===== config.mk =====
export PLATFORM = sky130hd
export DESIGN_NAME = sfx_sample_player_flat
export DESIGN_NICKNAME = d
export VERILOG_FILES = /design/src/rtl/sfx_pkg.sv /design/src/rtl/sfx_sample_player_if.sv /design/src/rtl/sfx_mem_rd_port.sv /design/src/rtl/sfx_sample_player.sv /design/src/flat_wrapper.sv
export SDC_FILE = /design/constraint.sdc
export NUM_CORES = 1
export LEC_CHECK = 0
export ABC_AREA = 1
export CAP_MARGIN = 5
export CELL_PAD_IN_SITES_DETAIL_PLACEMENT = 0
export CELL_PAD_IN_SITES_GLOBAL_PLACEMENT = 1
export CORE_ASPECT_RATIO = 0.5
export CORE_UTILIZATION = 43
export CTS_CLUSTER_DIAMETER = 100
export DETAILED_ROUTE_END_ITERATION = 16
export HOLD_SLACK_MARGIN = 0.03
export PLACE_DENSITY = 0.84
export SLEW_MARGIN = 10
export SYNTH_ARGS = -nofsm -noshare
export SYNTH_HDL_FRONTEND = slang
export SYNTH_HIERARCHICAL = 1
export SYNTH_SLANG_ARGS = --single-unit

===== constraint.sdc =====
create_clock -name Clk -period 4.75 [get_ports Clk]
set_input_delay 0.475 -clock Clk [delete_from_list [all_inputs] [get_ports Clk]]
set_output_delay 0.475 -clock Clk [all_outputs]
set_load 0.02 [all_outputs]

===== src/rtl/sfx_pkg.sv =====
// Shared types and widths for the sound-effect sample player.
package sfx_pkg;

  localparam int unsigned ADDR_W = 23;
  localparam int unsigned DATA_W = 16;
  localparam logic [DATA_W-1:0] SILENCE = '0;

  typedef enum logic [2:0] {
    IDLE,
    FETCH,
    WAIT,
    READY,
    DONE
  } player_state_t;

  // An effect is in progress in every state except IDLE and DONE.
  function automatic logic is_active(input player_state_t s);
    return (s == FETCH) || (s == WAIT) || (s == READY);
  endfunction

endpackage


===== src/rtl/sfx_sample_player_if.sv =====
// Audio memory read bus: request/ack handshake plus a one-cycle data-valid pulse.
interface sfx_sample_player_if #(
  parameter int unsigned ADDR_W = sfx_pkg::ADDR_W,
  parameter int unsigned DATA_W = sfx_pkg::DATA_W
);

  logic              mem_rd_req;
  logic [ADDR_W-1:0] mem_addr;
  logic              mem_rd_ack;
  logic              mem_rd_valid;
  logic [DATA_W-1:0] mem_rd_data;

  modport master (
    output mem_rd_req,
    output mem_addr,
    input  mem_rd_ack,
    input  mem_rd_valid,
    input  mem_rd_data
  );

  modport slave (
    input  mem_rd_req,
    input  mem_addr,
    output mem_rd_ack,
    output mem_rd_valid,
    output mem_rd_data
  );

endinterface


===== src/rtl/sfx_mem_rd_port.sv =====
// Single-outstanding-read port for audio memory. Holds the request until it is
// acked, tracks the read in flight, and drops the data of a read that was
// aborted after its ack so a stale sample never reaches the player.
module sfx_mem_rd_port #(
  parameter int unsigned ADDR_W = sfx_pkg::ADDR_W,
  parameter int unsigned DATA_W = sfx_pkg::DATA_W
) (
  input  logic                Clk,
  input  logic                Reset,
  input  logic                issue,
  input  logic [ADDR_W-1:0]   addr,
  input  logic                abort,
  output logic                acked,
  output logic                data_valid,
  output logic [DATA_W-1:0]   data,
  sfx_sample_player_if.master mem
);

  logic              req_r;
  logic [ADDR_W-1:0] addr_r;
  logic              inflight;
  logic              discard;

  // Request / in-flight / discard tracking; a new request waits until any
  // outstanding read (including a discarded one) has returned its data.
  always_ff @(posedge Clk or posedge Reset) begin
    if (Reset) begin
      req_r    <= 1'b0;
      addr_r   <= '0;
      inflight <= 1'b0;
      discard  <= 1'b0;
    end else begin
      if (mem.mem_rd_valid && inflight) begin
        inflight <= 1'b0;
        discard  <= 1'b0;
      end else if (abort && inflight) begin
        discard <= 1'b1;
      end

      if (req_r && mem.mem_rd_ack) begin
        // An ack in the same cycle as an abort still commits the memory to a
        // reply, so that reply is marked for discard.
        req_r    <= 1'b0;
        inflight <= 1'b1;
        discard  <= abort;
      end else if (req_r && abort) begin
        req_r <= 1'b0;
      end else if (issue && !req_r && !inflight) begin
        req_r  <= 1'b1;
        addr_r <= addr;
      end
    end
  end

  assign mem.mem_rd_req = req_r;
  assign mem.mem_addr   = addr_r;
  assign acked          = req_r & mem.mem_rd_ack;
  assign data_valid     = mem.mem_rd_valid & inflight & ~discard;
  assign data           = mem.mem_rd_data;

endmodule


===== src/rtl/sfx_sample_player.sv =====
// Sound-effect playback engine: walks [Start_Addr..End_Addr] in audio memory,
// keeps one sample prefetched, and presents it on each codec sample_tick.
module sfx_sample_player #(
  parameter int unsigned       ADDR_W  = sfx_pkg::ADDR_W,
  parameter int unsigned       DATA_W  = sfx_pkg::DATA_W,
  parameter logic [DATA_W-1:0] SILENCE = DATA_W'(sfx_pkg::SILENCE)
) (
  input  logic                Clk,
  input  logic                Reset,
  input  logic                play,
  input  logic                loop,
  input  logic                Audio_Reset,
  input  logic [ADDR_W-1:0]   Start_Addr,
  input  logic [ADDR_W-1:0]   End_Addr,
  input  logic                sample_tick,
  sfx_sample_player_if.master mem,
  output logic [DATA_W-1:0]   sample_out,
  output logic                busy,
  output logic                underrun
);

  import sfx_pkg::*;

  player_state_t     state, state_nxt;
  logic [ADDR_W-1:0] cur_addr;
  logic [ADDR_W-1:0] start_r;
  logic [ADDR_W-1:0] end_r;
  logic              loop_r;
  logic [DATA_W-1:0] pf_data;

  logic              abort;
  logic              rd_issue;
  logic              rd_acked;
  logic              rd_valid;
  logic [DATA_W-1:0] rd_data;

  assign abort    = Audio_Reset | ~play;
  assign rd_issue = (state == FETCH) && !abort;
  assign busy     = is_active(state);

  sfx_mem_rd_port #(
    .ADDR_W (ADDR_W),
    .DATA_W (DATA_W)
  ) u_rd_port (
    .Clk        (Clk),
    .Reset      (Reset),
    .issue      (rd_issue),
    .addr       (cur_addr),
    .abort      (abort),
    .acked      (rd_acked),
    .data_valid (rd_valid),
    .data       (rd_data),
    .mem        (mem)
  );

  // Player state register.
  always_ff @(posedge Clk or posedge Reset) begin
    if (Reset) begin
      state <= IDLE;
    end else begin
      state <= state_nxt;
    end
  end

  // Next-state logic; an abort from any state returns to IDLE.
  always_comb begin
    state_nxt = state;
    unique case (state)
      IDLE: begin
        if (play && !Audio_Reset) begin
          state_nxt = (Start_Addr > End_Addr) ? DONE : FETCH;
        end
      end
      FETCH: begin
        if (rd_valid) begin
          state_nxt = READY;
        end else if (rd_acked) begin
          state_nxt = WAIT;
        end
      end
      WAIT: begin
        if (rd_valid) begin
          state_nxt = READY;
        end
      end
      READY: begin
        if (sample_tick) begin
          if (cur_addr == end_r) begin
            state_nxt = loop_r ? FETCH : DONE;
          end else begin
            state_nxt = FETCH;
          end
        end
      end
      DONE: begin
        state_nxt = DONE;
      end
      default: begin
        state_nxt = IDLE;
      end
    endcase
    if (abort && (state != IDLE)) begin
      state_nxt = IDLE;
    end
  end

  // Range latch, address counter, prefetch buffer, sample output and underrun pulse.
  always_ff @(posedge Clk or posedge Reset) begin
    if (Reset) begin
      cur_addr   <= '0;
      start_r    <= '0;
      end_r      <= '0;
      loop_r     <= 1'b0;
      pf_data    <= '0;
      sample_out <= SILENCE;
      underrun   <= 1'b0;
    end else begin
      underrun <= 1'b0;
      if (abort) begin
        sample_out <= SILENCE;
      end else begin
        unique case (state)
          IDLE: begin
            start_r  <= Start_Addr;
            end_r    <= End_Addr;
            loop_r   <= loop;
            cur_addr <= Start_Addr;
          end
          FETCH, WAIT: begin
            if (rd_valid) begin
              pf_data <= rd_data;
            end
            if (sample_tick) begin
              underrun <= 1'b1;
            end
          end
          READY: begin
            if (sample_tick) begin
              sample_out <= pf_data;
              if (cur_addr == end_r) begin
                if (loop_r) begin
                  cur_addr <= start_r;
                end
              end else begin
                cur_addr <= cur_addr + ADDR_W'(1);
              end
            end
          end
          DONE: begin
            if (sample_tick) begin
              sample_out <= SILENCE;
            end
          end
          default: begin
          end
        endcase
      end
    end
  end

endmodule


===== src/flat_wrapper.sv =====
// flat-port wrapper written by rule: the top's interface ports become plain ports
module sfx_sample_player_flat import sfx_pkg::*;
#(
  parameter int unsigned       ADDR_W  = sfx_pkg::ADDR_W,
  parameter int unsigned       DATA_W  = sfx_pkg::DATA_W,
  parameter logic [DATA_W-1:0] SILENCE = DATA_W'(sfx_pkg::SILENCE)
)
  (Clk, Reset, play, loop, Audio_Reset, Start_Addr, End_Addr, sample_tick, sample_out, busy, underrun, mem_mem_rd_req, mem_mem_addr, mem_mem_rd_ack, mem_mem_rd_valid, mem_mem_rd_data);
  sfx_sample_player_if #(.ADDR_W(ADDR_W), .DATA_W(DATA_W)) mem_i ();
  input  logic Clk;
  input  logic Reset;
  input  logic play;
  input  logic loop;
  input  logic Audio_Reset;
  input  logic [ADDR_W-1:0] Start_Addr;
  input  logic [ADDR_W-1:0] End_Addr;
  input  logic sample_tick;
  output logic [DATA_W-1:0] sample_out;
  output logic busy;
  output logic underrun;
  output wire logic [$bits(mem_i.mem_rd_req)-1:0] mem_mem_rd_req;
  output wire logic [$bits(mem_i.mem_addr)-1:0] mem_mem_addr;
  input wire logic [$bits(mem_i.mem_rd_ack)-1:0] mem_mem_rd_ack;
  input wire logic [$bits(mem_i.mem_rd_valid)-1:0] mem_mem_rd_valid;
  input wire logic [$bits(mem_i.mem_rd_data)-1:0] mem_mem_rd_data;
  assign mem_mem_rd_req = mem_i.mem_rd_req;
  assign mem_mem_addr = mem_i.mem_addr;
  assign mem_i.mem_rd_ack = mem_mem_rd_ack;
  assign mem_i.mem_rd_valid = mem_mem_rd_valid;
  assign mem_i.mem_rd_data = mem_mem_rd_data;
  sfx_sample_player #(.ADDR_W(ADDR_W), .DATA_W(DATA_W), .SILENCE(SILENCE)) u_core (.Clk(Clk), .Reset(Reset), .play(play), .loop(loop), .Audio_Reset(Audio_Reset), .Start_Addr(Start_Addr), .End_Addr(End_Addr), .sample_tick(sample_tick), .mem(mem_i), .sample_out(sample_out), .busy(busy), .underrun(underrun));
endmodule

==> results.json, run 1 <==
{
  "status": "complete, but fails checks",
  "violations": "DRC",
  "cp_common_cell": "nand2_1",
  "hold_class": "flop to flop",
  "final-hold-violation-count": 0,
  "syn_to_final_growth_pct": 22.09,
  "fillers": 1738,
  "startpoint": "u_core/cur_addr[0]$_DFFE_PP0P_",
  "port_buffers": 111,
  "fin_tns_setup_ns": 0,
  "wire_per_inst_um": 15.99,
  "clock_skew_ns": 0.006080,
  "cp.arrival_ns": 3.40,
  "slowest_stage": "nor2_4",
  "routed_wl_mm": 22.00,
  "synth_edf_count": 0,
  "dpl.hpwl_mm": 15.82,
  "io_pins": 112,
  "multi_input_area_um2": 3547,
  "clk_path_buf_depth": 2,
  "worst_pin_slew_ns": 1.082,
  "worst_setup_path_end_kind": "flop",
  "rrSetupSlack_ns": 1.71,
  "slew_viol_final": 0,
  "place_congestion": 0.9184,
  "first_pass_iters": 11,
  "hold_buffers": 0,
  "placed_cells": 1345,
  "htreeDepth": 4,
  "fin_area_um2": 9341,
  "rows": 34,
  "synth.largest_area_cell": "dfrtp_1",
  "async_reset_ff_frac": 1.000,
  "die_h_um": 96.32,
  "grt_pass1_vias": 6559,
  "clkSinkCount": 132,
  "dieWidth_um": 190.6,
  "diodes": 0,
  "synth_most_common_cell": "nand2_1",
  "power.density_nw_per_um2": 514.5,
  "start_util": 0.4397,
  "critPathMaxFanout": 25,
  "vias_per_cell": 5.075,
  "vias": 6983,
  "finalNonFillerCells": 1376,
  "period_share": 0.6409,
  "synth_commonest_cells": "393 x nand2_1, 132 x dfrtp_1, 120 x inv_1",
  "postCtsSetupBuffers": 0,
  "yosys.area.top_type_share": 0.4317,
  "die-area_um2": 18360,
  "slew_headroom": 0.2743,
  "peakVddDrop_mv": 0.2745,
  "ys.flop_type": "dfrtp_1",
  "layout-drive-gt1-share": 0.06743,
  "syn_inst": 1048,
  "synth_cell_type_count": 32,
  "crit_required_ns": 5.11,
  "ctsResizeCount": 0,
  "regArea_um2": 3303,
  "setup_violations": 0,
  "antenna_found_initial": 0,
  "grt-ovfl-total": 0,
  "worstHoldStart": "u_core/u_rd_port/mem.mem_addr[14]$_DFFE_PP0P_",
  "synth_seq_cells": 132,
  "worstPathCellList": "xor2_1, nor2_1, nand2_1, nor2_4, nand3_4, nor2_4, nand2_1, nand2_2, nand2_1, nand2_1",
  "numCtsBuffers": 17,
  "fmax_ghz": 0.3285,
  "root_buffer": "clkbuf_16",
  "worstSetupPathType": "flop to flop",
  "rsz0062_at_grt": "false",
  "grt_pass1_wl_mm": 34.78,
  "period_minus_slack_ns": 3.044,
  "drv_cap": 0,
  "design.core.area_um2": 17400,
  "ys_seq_area_frac": 0.4317,
  "cp-start-kind": "flop",
  "drc_errors": 1,
  "clk_pin_slew_ns": 0.06,
  "p_leak_uw": 0.004792,
  "clock_latency_ns": 0.42,
  "final_nets": 1224,
  "gr-usage-all-layers": 0.2528,
  "finalPower_uw": 4806,
  "cts_tree": "built",
  "yosysWarnings": 6,
  "synth_area_per_cell_um2": 7.301,
  "synthTopCellsByArea": "dfrtp_1 43%, nand2_1 19%, inv_1 5.9%",
  "grt_max_degree": 94,
  "post_dp_cell_area_um2": 8790,
  "r2r_start": "u_core/cur_addr[0]$_DFFE_PP0P_",
  "syn_area_um2": 7651,
  "synth_nets": 1142,
  "route.antenna.remaining_nets": 0,
  "crit_path_max_incr_delay_ns": 0.58,
  "drtIter0Drc": 493
}
[sequential cells by signal, indices dropped and copies added (netlist names), 3 cells and up]
signal and flops:
u_core/sample_out 16, u_core/state 3, u_core/pf_data 16, u_core/u_rd_port/mem.mem_addr 23
u_core/cur_addr 23, u_core/start_r 23, u_core/end_r 23
[critical path: cells and delay by family, from the launching register on]
family / cells / cell delay, ns
flip-flops: 1 / 0.46
AND/OR/NAND/NOR: 9 / 2.29
XOR/XNOR: 1 / 0.19
[where the power goes]
group / total [µW] / switching, µW / internal [µW]
Sequential: 1890 / 384 / 1500
Combinational: 1680 / 1040 / 640
Clock: 1240 / 516 / 727
[cell usage in the layout, fill, tap and decap left out, types with 4 or more instances in the layout]
cell,netlist,routed
nand2_1,393,392
dfrtp_1,132,132
inv_1,120,118
clkdlybuf4s50_1,0,111
nor2_1,79,79
nand3_1,78,78
o21ai_0,45,45
a21oi_1,33,33
nand4_1,28,28
ha_1,24,24
clkbuf_16,0,17
mux2_2,17,17
xor2_1,13,13
inv_2,8,8
buf_4,20,7
clkinv_2,0,5
nor2_4,5,5
clkinv_4,0,4
[worst paths after layout]
kind,end,cells past startpoint
max,u_core/cur_addr[11]$_DFFE_PP0P_,10
min,u_core/u_rd_port/mem.mem_addr[14]$_DFFE_PP0P_,2
max reg2reg,u_core/cur_addr[11]$_DFFE_PP0P_,10
min reg2reg,u_core/u_rd_port/mem.mem_addr[14]$_DFFE_PP0P_,2
max in group asynchronous,u_core/end_r[10]$_DFFE_PP0P_,3
min in group asynchronous,u_core/u_rd_port/mem.mem_addr[18]$_DFFE_PP0P_,2
[layout make-up]
type,count,share of cell area
well taps,234,0.03134
inverters,128,0.05170
repair buffers,118,0.1246
clock inverters,13,0.01205
clock buffers,18,0.04701
multi-input cells,733,0.3797
flip-flops and latches,132,0.3536
[per-layer routing]
metal  track usage  vias up  routed length [µm]
met5             0        -                   0
met3       0.07656       26                1720
met2        0.3900      217                9394
li1              -     3438                   -
met1        0.3369     3302               10400
met4       0.09000        0                 477
[cell families (layout without fill, tap and decap cells)]
logic type | count (synthesis) | in the layout | synth area share
mux | 17 | 17 | 0.02502
fa+ha+maj | 24 | 24 | 0.03925
simple gates | 593 | 593 | 0.3240
flops | 132 | 132 | 0.4317
compound gates | 83 | 83 | 0.05593
xor+xnor | 16 | 16 | 0.01832
buf+inv | 183 | 277 | 0.1058
[through the flow]
step | utilization | hold WS, ns | setup WS (ns)
global route | 0.5369 | 0.4810 | 1.438
floorplan | - | 0.4530 | 1.486
detailed placement | 0.5052 | 0.4576 | 1.792
global placement | 0.5052 | 0.4534 | 1.901
CTS | 0.5369 | 0.4713 | 1.705
finish | 0.5369 | 0.4668 | 1.706
Power figures use the tool's default switching activity.
==> run 2, diff against run 1 <==
--- a/config.mk
+++ b/config.mk
@@ -10,11 +10,11 @@
 export CELL_PAD_IN_SITES_DETAIL_PLACEMENT = 0
 export CELL_PAD_IN_SITES_GLOBAL_PLACEMENT = 1
 export CORE_ASPECT_RATIO = 0.5
-export CORE_UTILIZATION = 43
+export CORE_UTILIZATION = 36
 export CTS_CLUSTER_DIAMETER = 100
 export DETAILED_ROUTE_END_ITERATION = 16
 export HOLD_SLACK_MARGIN = 0.03
-export PLACE_DENSITY = 0.84
+export PLACE_DENSITY = 0.75
 export SLEW_MARGIN = 10
 export SYNTH_ARGS = -nofsm -noshare
 export SYNTH_HDL_FRONTEND = slang
==> constraint.sdc (replaced) <==
create_clock -name Clk -period 2.7 [get_ports Clk]
set_input_delay 0.27 -clock Clk [delete_from_list [all_inputs] [get_ports Clk]]
set_output_delay 0.27 -clock Clk [all_outputs]
set_load 0.02 [all_outputs]
==> run 2 against run 1 <==
The run now ends clean. Sequential share of layout area decreased by 0.77 points. Hold slack worse by 0.25 ns. Via count shrank 1.2%. Non-clock buffer count up 12.
==> results.json, run 2 (synthesis gave the netlist of run 1 again) <==
{
  "dpl.hpwl_mm": 16.85,
  "clk_path_buf_depth": 2,
  "die-area_um2": 21880,
  "cp-start-kind": "flop",
  "p_int_uw": 5291,
  "period_minus_slack_ns": 2.171,
  "pwr-share-comb": 0.344,
  "worst_pin_slew_ns": 0.5667,
  "regArea_um2": 3303,
  "finalPower_uw": 8741,
  "wire_per_inst_um": 16.13,
  "fin_area_um2": 9549,
  "clk_pin_slew_ns": 0.06,
  "grt_pass1_wl_mm": 37.38,
  "final_nets": 1236,
  "postCtsSetupBuffers": 0,
  "root_buffer": "clkbuf_16",
  "ctsResizeCount": 0,
  "cp.arrival_ns": 2.47,
  "sw_frac_of_total": 0.3947,
  "rsz0062_at_grt": "false",
  "worst_setup_path_end_kind": "flop",
  "design.core.area_um2": 20690,
  "rows": 37,
  "syn_to_final_growth_pct": 24.81,
  "vias": 6897,
  "slew_viol_final": 0,
  "cts_tree": "built",
  "crit_required_ns": 3.00,
  "route.antenna.remaining_nets": 0,
  "multi_input_area_um2": 3547,
  "start_util": 0.3697,
  "grt_max_degree": 96,
  "dp_worst_setup_slack_ns": 0.4496,
  "htreeDepth": 4,
  "power.density_nw_per_um2": 915.4,
  "drv_cap": 0,
  "grt_pass1_vias": 6849,
  "use_met1": 0.3249,
  "final-hold-violation-count": 0,
  "setup_ws_ns": 0.5295,
  "die_h_um": 105.1,
  "port_buffers": 111,
  "drc_errors": 0,
  "period_share": 0.8039,
  "grt-ovfl-total": 0,
  "grt_use_met2": 0.3281,
  "routed_wl_mm": 23.03,
  "antenna_found_initial": 1,
  "final_common_cell": "nand2_1",
  "layout-drive-gt1-share": 0.07539,
  "clkSinkCount": 132,
  "post-route-util": 0.4615,
  "busiest_layer": "met2",
  "clock_latency_ns": 0.42,
  "setup_violations": 0,
  "first_pass_iters": 5,
  "hold_buffers": 0,
  "fillers": 2125,
  "status": "finished clean",
  "dieWidth_um": 208.2,
  "hold_class": "input port to async pin",
  "io_pins": 112,
  "grtUsageMet3": 0.05801,
  "post_dp_cell_area_um2": 8955,
  "p_clk_frac": 0.272,
  "switchingPower_uw": 3450,
  "vias_per_cell": 4.830,
  "fin_tns_setup_ns": 0,
  "clock_skew_ns": 0.01017,
  "drtIter0Drc": 539,
  "p_leak_uw": 0.004883,
  "numCtsBuffers": 17,
  "final_cell_mix": "392 x nand2_1, 132 x dfrtp_1, 119 x inv_1",
  "fmax_ghz": 0.4607,
  "gr-usage-all-layers": 0.2229,
  "peakVddDrop_mv": 0.4554,
  "worstSetupPathType": "flop to flop",
  "critPathMaxFanout": 24,
  "place_congestion": 0.8844,
  "seq_power_share": 0.384,
  "slew_headroom": 0.6216
}
run 2: cell types whose count changed in the layout (fill, tap and decap cells not counted), moves of 2 or more:
| cell | previous run | this run |
|---|---|---|
| buf_12 | 0 | 2 |
| buf_4 | 7 | 17 |
| bufinv_16 | 1 | 3 |
| clkbuf_1 | 0 | 2 |
| clkinv_4 | 4 | 1 |
run 2: critical path, cell delays in order (launching register included):
cell and delay, ns:
dfrtp_1 0.46, inv_1 0.11, nand2_1 0.07, nand2_1 0.04
nor2_1 0.27, nand2_1 0.15, nor2_4 0.13, buf_4 0.35
nand4_1 0.14, nand3_1 0.11, nand2_1 0.06, nand2_1 0.10
nand2_1 0.06
run 2: per-stage QoR:
step           cells  hold WS (ns)
2_1_floorplan   1048        0.3100
3_3_place_gp    1396        0.4578
3_5_place_dp    1396        0.4596
4_1_cts         1427        0.2127
5_1_grt         1427        0.2346
6_report        1428        0.2120
run 2: cell type report:
cell class                      instances  area share
Antenna cell                            1   0.0002621
Clock buffer                           21     0.04822
Clock inverter                         10     0.01376
Inverter                              128     0.05071
Multi-Input combinational cell        733      0.3715
Sequential cell                       132      0.3459
Tap cell                              273     0.03577
Timing Repair Buffer                  130      0.1339
run 2: final timing paths:
check | startpoint | to | slack [ns] | depth (start not counted)
max in group asynchronous | Reset | u_core/state[1]$_DFFE_PP0P_ | 1.66 | 3
min | Reset | u_core/cur_addr[21]$_DFFE_PP0P_ | 0.21 | 2
max | u_core/cur_addr[11]$_DFFE_PP0P_ | u_core/cur_addr[10]$_DFFE_PP0P_ | 0.53 | 12
min in group Clk | End_Addr[6] | u_core/end_r[6]$_DFFE_PP0P_ | 0.44 | 3
max reg2reg | u_core/cur_addr[11]$_DFFE_PP0P_ | u_core/cur_addr[10]$_DFFE_PP0P_ | 0.53 | 12
min reg2reg | u_core/u_rd_port/mem.mem_addr[11]$_DFFE_PP0P_ | u_core/u_rd_port/mem.mem_addr[11]$_DFFE_PP0P_ | 0.47 | 2
run 2: power groups by stage:
stage                     Clock (µW)  Sequential (µW)  Combinational [µW]
final                           2380             3350                3010
after global routing            2500             3460                3440
after CTS                       2430             3350                3010
after detailed placement           0             3380                2990
after global placement             0             3370                2960
after floorplan                    0             3270                1910
run 2: per-layer routing:
| metal | vias to the layer above | wire, µm | share of wire |
|---|---|---|---|
| li1 | 3469 | - | - |
| met1 | 3227 | 11460 | 0.50 |
| met2 | 186 | 9649 | 0.42 |
| met3 | 13 | 1770 | 0.077 |
| met4 | 2 | 140 | 0.0061 |
| met5 | - | 13 | 0.00056 |
